===== src/rtl/digit_render_sched.sv =====
// Two-way round-robin arbiter and digit sequencer for the single-digit glyph renderer.
// Walks a granted packed-BCD value most-significant first, one LOAD plus one RUN window per digit.
module digit_render_sched #(
    parameter int NDIG        = 4,
    parameter int DIG_W       = 12,
    parameter int GLYPH_WORDS = 216,
    parameter int CYC_PER_DIG = 864
) (
    input  logic              clk,
    input  logic              rst,
    input  logic [1:0]        req,
    input  logic [4*NDIG-1:0] bcd0,
    input  logic [4*NDIG-1:0] bcd1,
    input  logic [9:0]        top0,
    input  logic [9:0]        top1,
    input  logic [9:0]        left0,
    input  logic [9:0]        left1,
    output logic [1:0]        ack,
    output logic [1:0]        done,
    output logic              busy,
    output logic [11:0]       dig_addr,
    output logic [9:0]        dig_top,
    output logic [9:0]        dig_left,
    output logic              dig_en
);

    localparam int IW = (NDIG > 1) ? $clog2(NDIG) : 1;
    localparam int CW = (CYC_PER_DIG > 1) ? $clog2(CYC_PER_DIG) : 1;
    localparam logic [IW-1:0] LAST_IDX = IW'(NDIG - 1);
    localparam logic [CW-1:0] CNT_LAST = CW'(CYC_PER_DIG - 1);
    localparam logic [9:0]    X_STEP   = 10'(DIG_W);

    typedef enum logic [1:0] {IDLE, LOAD, RUN, DONE} state_t;

    state_t            state;
    logic              ptr;
    logic              owner;
    logic [IW-1:0]     idx;
    logic [CW-1:0]     cnt;
    logic [4*NDIG-1:0] pend;
    logic [3:0]        cur_dig;

    logic              win;
    logic              adv;
    logic [4*NDIG-1:0] sel_bcd;
    logic [9:0]        sel_top;
    logic [9:0]        sel_left;

    function automatic logic [11:0] glyph_base(input logic [3:0] d);
        return 12'(d) * 12'(GLYPH_WORDS);
    endfunction

    // A sole requester wins outright; a tie goes to the round-robin pointer.
    always_comb begin
        win      = (req == 2'b11) ? ptr : req[1];
        sel_bcd  = win ? bcd1  : bcd0;
        sel_top  = win ? top1  : top0;
        sel_left = win ? left1 : left0;
        adv      = ((state == LOAD) && (cur_dig > 4'd9)) ||
                   ((state == RUN)  && (cnt == CNT_LAST));
    end

    always_ff @(posedge clk or posedge rst) begin
        if (rst) begin
            state    <= IDLE;
            ptr      <= 1'b0;
            owner    <= 1'b0;
            idx      <= '0;
            cnt      <= '0;
            pend     <= '0;
            cur_dig  <= '0;
            ack      <= '0;
            done     <= '0;
            busy     <= 1'b0;
            dig_addr <= '0;
            dig_top  <= '0;
            dig_left <= '0;
            dig_en   <= 1'b0;
        end else begin
            ack  <= '0;
            done <= '0;
            case (state)
                IDLE: begin
                    if (|req) begin
                        owner    <= win;
                        ptr      <= ~win;
                        ack      <= win ? 2'b10 : 2'b01;
                        busy     <= 1'b1;
                        idx      <= '0;
                        cur_dig  <= sel_bcd[4*NDIG-1 -: 4];
                        pend     <= {sel_bcd[4*NDIG-5:0], 4'h0};
                        dig_addr <= glyph_base(sel_bcd[4*NDIG-1 -: 4]);
                        dig_top  <= sel_top;
                        dig_left <= sel_left;
                        state    <= LOAD;
                    end
                end
                LOAD: begin
                    if (cur_dig <= 4'd9) begin
                        dig_en <= 1'b1;
                        cnt    <= '0;
                        state  <= RUN;
                    end
                end
                RUN: begin
                    if (cnt == CNT_LAST) begin
                        dig_en <= 1'b0;
                        cnt    <= '0;
                    end else begin
                        cnt <= cnt + CW'(1);
                    end
                end
                DONE: begin
                    busy  <= 1'b0;
                    state <= IDLE;
                end
                default: state <= IDLE;
            endcase

            // Blank digits and finished RUN windows both step to the next digit or finish the job.
            if (adv) begin
                if (idx == LAST_IDX) begin
                    done  <= owner ? 2'b10 : 2'b01;
                    state <= DONE;
                end else begin
                    idx      <= idx + IW'(1);
                    cur_dig  <= pend[4*NDIG-1 -: 4];
                    pend     <= {pend[4*NDIG-5:0], 4'h0};
                    dig_addr <= glyph_base(pend[4*NDIG-1 -: 4]);
                    dig_left <= dig_left + X_STEP;
                    state    <= LOAD;
                end
            end
        end
    end

endmodule

===== config.mk =====
export PLATFORM = sky130hd
export DESIGN_NAME = digit_render_sched
export DESIGN_NICKNAME = d
export VERILOG_FILES = /design/src/rtl/digit_render_sched.sv
export SDC_FILE = /design/constraint.sdc
export NUM_CORES = 1
export LEC_CHECK = 0
export ABC_AREA = 1
export BUFFER_PORTS_ARGS = -buffer_cell sky130_fd_sc_hd__clkbuf_2
export CORE_MARGIN = 5
export CORE_UTILIZATION = 58
export DETAILED_ROUTE_END_ITERATION = 10
export GPL_TIMING_DRIVEN = 0
export PLACE_DENSITY = 0.89
export SYNTH_ARGS = -nofsm -noshare
export SYNTH_HDL_FRONTEND = slang
export SYNTH_SLANG_ARGS = --single-unit

===== constraint.sdc =====
create_clock -name clk -period 5.3 [get_ports clk]
set_input_delay 0.53 -clock clk [delete_from_list [all_inputs] [get_ports clk]]
set_output_delay 0.53 -clock clk [all_outputs]
set_load 0.01 [all_outputs]

==> impl_metrics.yaml <==
floorplanning:
  ioPinCount: 114
  die-area_um2: 9850
  core-area_um2: 7730
  start_util_pct: 59.8
  die_h_um: 99.2
  num_rows: 32
  die-width_um: 99.2
sta:
  report.final.slew_viol_count: 0
  setup_violations: 0
  timing.final.ws_setup_ps: 2040
  worst_pin_slew_ps: 905
  fin_hold_ws_ps: 347
  fmax_mhz: 307
  finClkSkew_ps: 13.8
  setup-tns-final_ps: 0
  hold_viol: 0
  rsz0062_at_grt: "no"
  relSlewSlack_pct: 39.7
  min_period_over_period_pct: 61.5
  min_period_ps: 3260
routing:
  drt_iter0_drc: 314
  drt-total-wl_um: 12700
  drc: 0
  wl_per_cell_um: 15.1
  firstDrtPassIters: 5
  via_per_inst: 5.48
  via_count: 4634
  antenna_left: 0
place:
  place.gp.congestion: 0.876
  dp_hpwl_um: 9490
  dpl_cell_area_um2: 5310
  pre_cts_slack_ps: 1840
  numPortBuffers: 113
yosys:
  yosysWarnings: 0
  syn_nets: 731
  netlist_area_um2: 4620
  synth_cells: 616
  synth.area.top_cells: "dfrtp_1 40%, nand2_1 15%, ha_1 9.5%, inv_1 5.9%, nor2_1 5.0%"
  synth-seq-area-share_pct: 39.6
  synth_top_area_share_pct: 39.6
  yosysTopAreaCell: "dfrtp_1"
  synth.distinct_cells: 34
  avgSynthCellArea_um2: 7.50
  ys_ff_latch: 73
clock_tree:
  cts_root_buffer: "clkbuf_8"
  cts_tree: "done"
  clk_pin_slew_worst_paths_ps: 80
  cts_setup_buffers: 0
  cts_sinks: 73
  ctsResizeCount: 0
  cts_inserted_buffers: 9
  htree_levels: 3
  clock_latency_ps: 360
  postCtsHoldBufs: 0
  cts_max_path_buffers: 2
power:
  swShare_pct: 47.0
  p_total_w: 0.00327
  leakage_nw: 3.01
  p_int_w: 0.00173
  clkPwrFrac_pct: 13.9
  seq_power_share_pct: 28.3
  powerDensity_nw_per_um2: 593
  switchingPower_w: 0.00154
  power_frac_comb_pct: 57.8
  ir_drop_uv: 330
finish:
  finish.instance_area_um2: 5520
  drive_above_1_share_pct: 22.0
  syn_to_final_growth_pct: 19.5
  seq_area_um2: 1830
  nNetsFinal: 855
  fill_cells: 630
  diodes: 0
  multi_input_area_um2: 2370
worst_setup_path:
  crit_path_end_kind: "flop"
  crit_top_cell: "nor2_1"
  crit_chain: "inv_1 > nand2_1 > nand2_2 > inv_1 > buf_2 > nand2_1 > nand2_1 > ha_1 > inv_1 > fa_1 > inv_1 > ha_1 > nand2_1 > nor3_1 > nor2_1 > nor2_1 > nor2_1 > nor2_1 > nor2_1"
  crit_fanout: 10
  slowest_stage: "fa_1"
  critPathLaunchType: "flop"
  required_ps: 5550
  worst_ep_arrival_time_ps: 3510
  path_class: "flop to flop"
  cp_slowest_stage_delay_ps: 500
global_route:
  grt_max_degree: 74
  grtUsageTotal_pct: 26.4
  grt_pass1_vias: 4747
  gr-total-overflow: 0
  grt_pass1_wl_um: 21000
  antenna_found_initial: 0
worst_hold_path:
  hold_class: "primary input to async pin"
outcome:
  outcome: "complete, no violations"
flow_run:
  drv_cap: 0
[cell usage after synthesis]
master / count
inv_2: 2
xnor2_1: 7
o22ai_1: 1
inv_1: 73
nand2_2: 3
or2_2: 1
ha_1: 35
a21oi_1: 33
nand4_1: 8
and3b_1: 1
o211ai_1: 4
mux2i_1: 2
dfrtp_1: 73
nand3_2: 1
o21ai_2: 1
o21ai_1: 16
nand3_1: 40
xor2_1: 4
buf_6: 4
nor2_2: 4
clkbuf_1: 1
a31oi_1: 2
o21bai_1: 1
nor3_1: 6
o21ai_0: 27
fa_1: 4
clkinv_4: 1
buf_2: 15
a21o_1: 1
inv_4: 1
nand2_1: 179
nor2_1: 62
nand2_4: 2
nand3b_1: 1
[layout by cell type (no fill, tap or decap), types with 7 or more instances in the layout]
master / Yosys / layout
o21ai_1: 16 / 16
clkbuf_8: 0 / 11
clkbuf_2: 0 / 113
a21oi_1: 33 / 33
nor2_1: 62 / 62
xnor2_1: 7 / 7
nand2_1: 179 / 179
ha_1: 35 / 35
inv_1: 73 / 72
o21ai_0: 27 / 27
buf_2: 15 / 15
dfrtp_1: 73 / 73
nand3_1: 40 / 40
nand4_1: 8 / 8
[worst max-delay path: cells and delay by family, from the launching register on]
family	cells	cell delay, ps
flip-flops	1	370
AND/OR/NAND/NOR	11	1140
adder cells (fa/ha/maj)	3	1180
buffers and inverters	5	460
[per-stage QoR]
step / instances / util, %
after detailed placement: 831 / 68.8
final: 846 / 71.4
after CTS: 846 / 71.4
after global routing: 846 / 71.4
after global placement: 831 / 68.7
after floorplan: 616 / -
[state kept, by name, summed over array words and instances (netlist names), 2 cells and up]
name,flops
cur_dig,3
state,2
idx,2
dig_addr,12
dig_left,10
dig_top,10
pend,16
cnt,10
done,2
ack,2
[final timing paths]
kind                                               end         startpoint  cells past startpoint  slack (ps)
worst max-delay path            dig_addr[11]$_DFF_PP0_    ptr$_DFFE_PP0P_                     19        2040
worst min-delay path             dig_addr[0]$_DFF_PP0_                rst                      2         350
worst max register to register  dig_addr[11]$_DFF_PP0_    ptr$_DFFE_PP0P_                     19        2040
worst min register to register       done[0]$_DFF_PP0_  owner$_DFFE_PP0P_                      1         440
max in group asynchronous           pend[13]$_DFF_PP0_                rst                      2        4360
min in group clk                dig_top[8]$_DFFE_PP0P_            top0[8]                      3         380
[power groups by stage]
stage	Sequential, W	Clock, W	Combinational, W
final	0.000924	0.000455	0.00189
after global routing	0.000944	0.000485	0.00211
after CTS	0.000918	0.000456	0.00188
after detailed placement	0.000927	0	0.00185
after global placement	0.000911	0	0.00177
after floorplan	0.000949	0	0.00129
[metal layers]
metal	GRT usage, %	up-vias	part of all wire (%)
met3	3.72	35	7.3
met2	46.5	215	50
met5	0	-	0
li1	-	2207	-
met1	31.7	2177	40
met4	12.4	0	2.8
[kinds of logic (layout without fill, tap and decap cells)]
| family | after synthesis | in the layout | share of synthesized area, % |
|---|---|---|---|
| DFF | 73 | 73 | 39.6 |
| adders and majority gates | 39 | 39 | 11.2 |
| muxes | 2 | 2 | 0.434 |
| and+or+nand+nor | 308 | 308 | 27.8 |
| buffers and inverters | 97 | 225 | 9.10 |
| xor gates and xnor gates | 11 | 11 | 2.09 |
| AOI/OAI and AO/OA | 86 | 86 | 9.81 |
[final cells by class]
type                            count  area share (%)
Multi-Input combinational cell    446            43.0
Sequential cell                    73            33.1
Timing Repair Buffer              113            10.3
Inverter                           77            5.42
Clock buffer                       11            2.74
Tap cell                          102            2.31
Buffer                             20            2.25
Clock inverter                      4           0.930
Note: power is estimated with default switching activity, not from simulation.
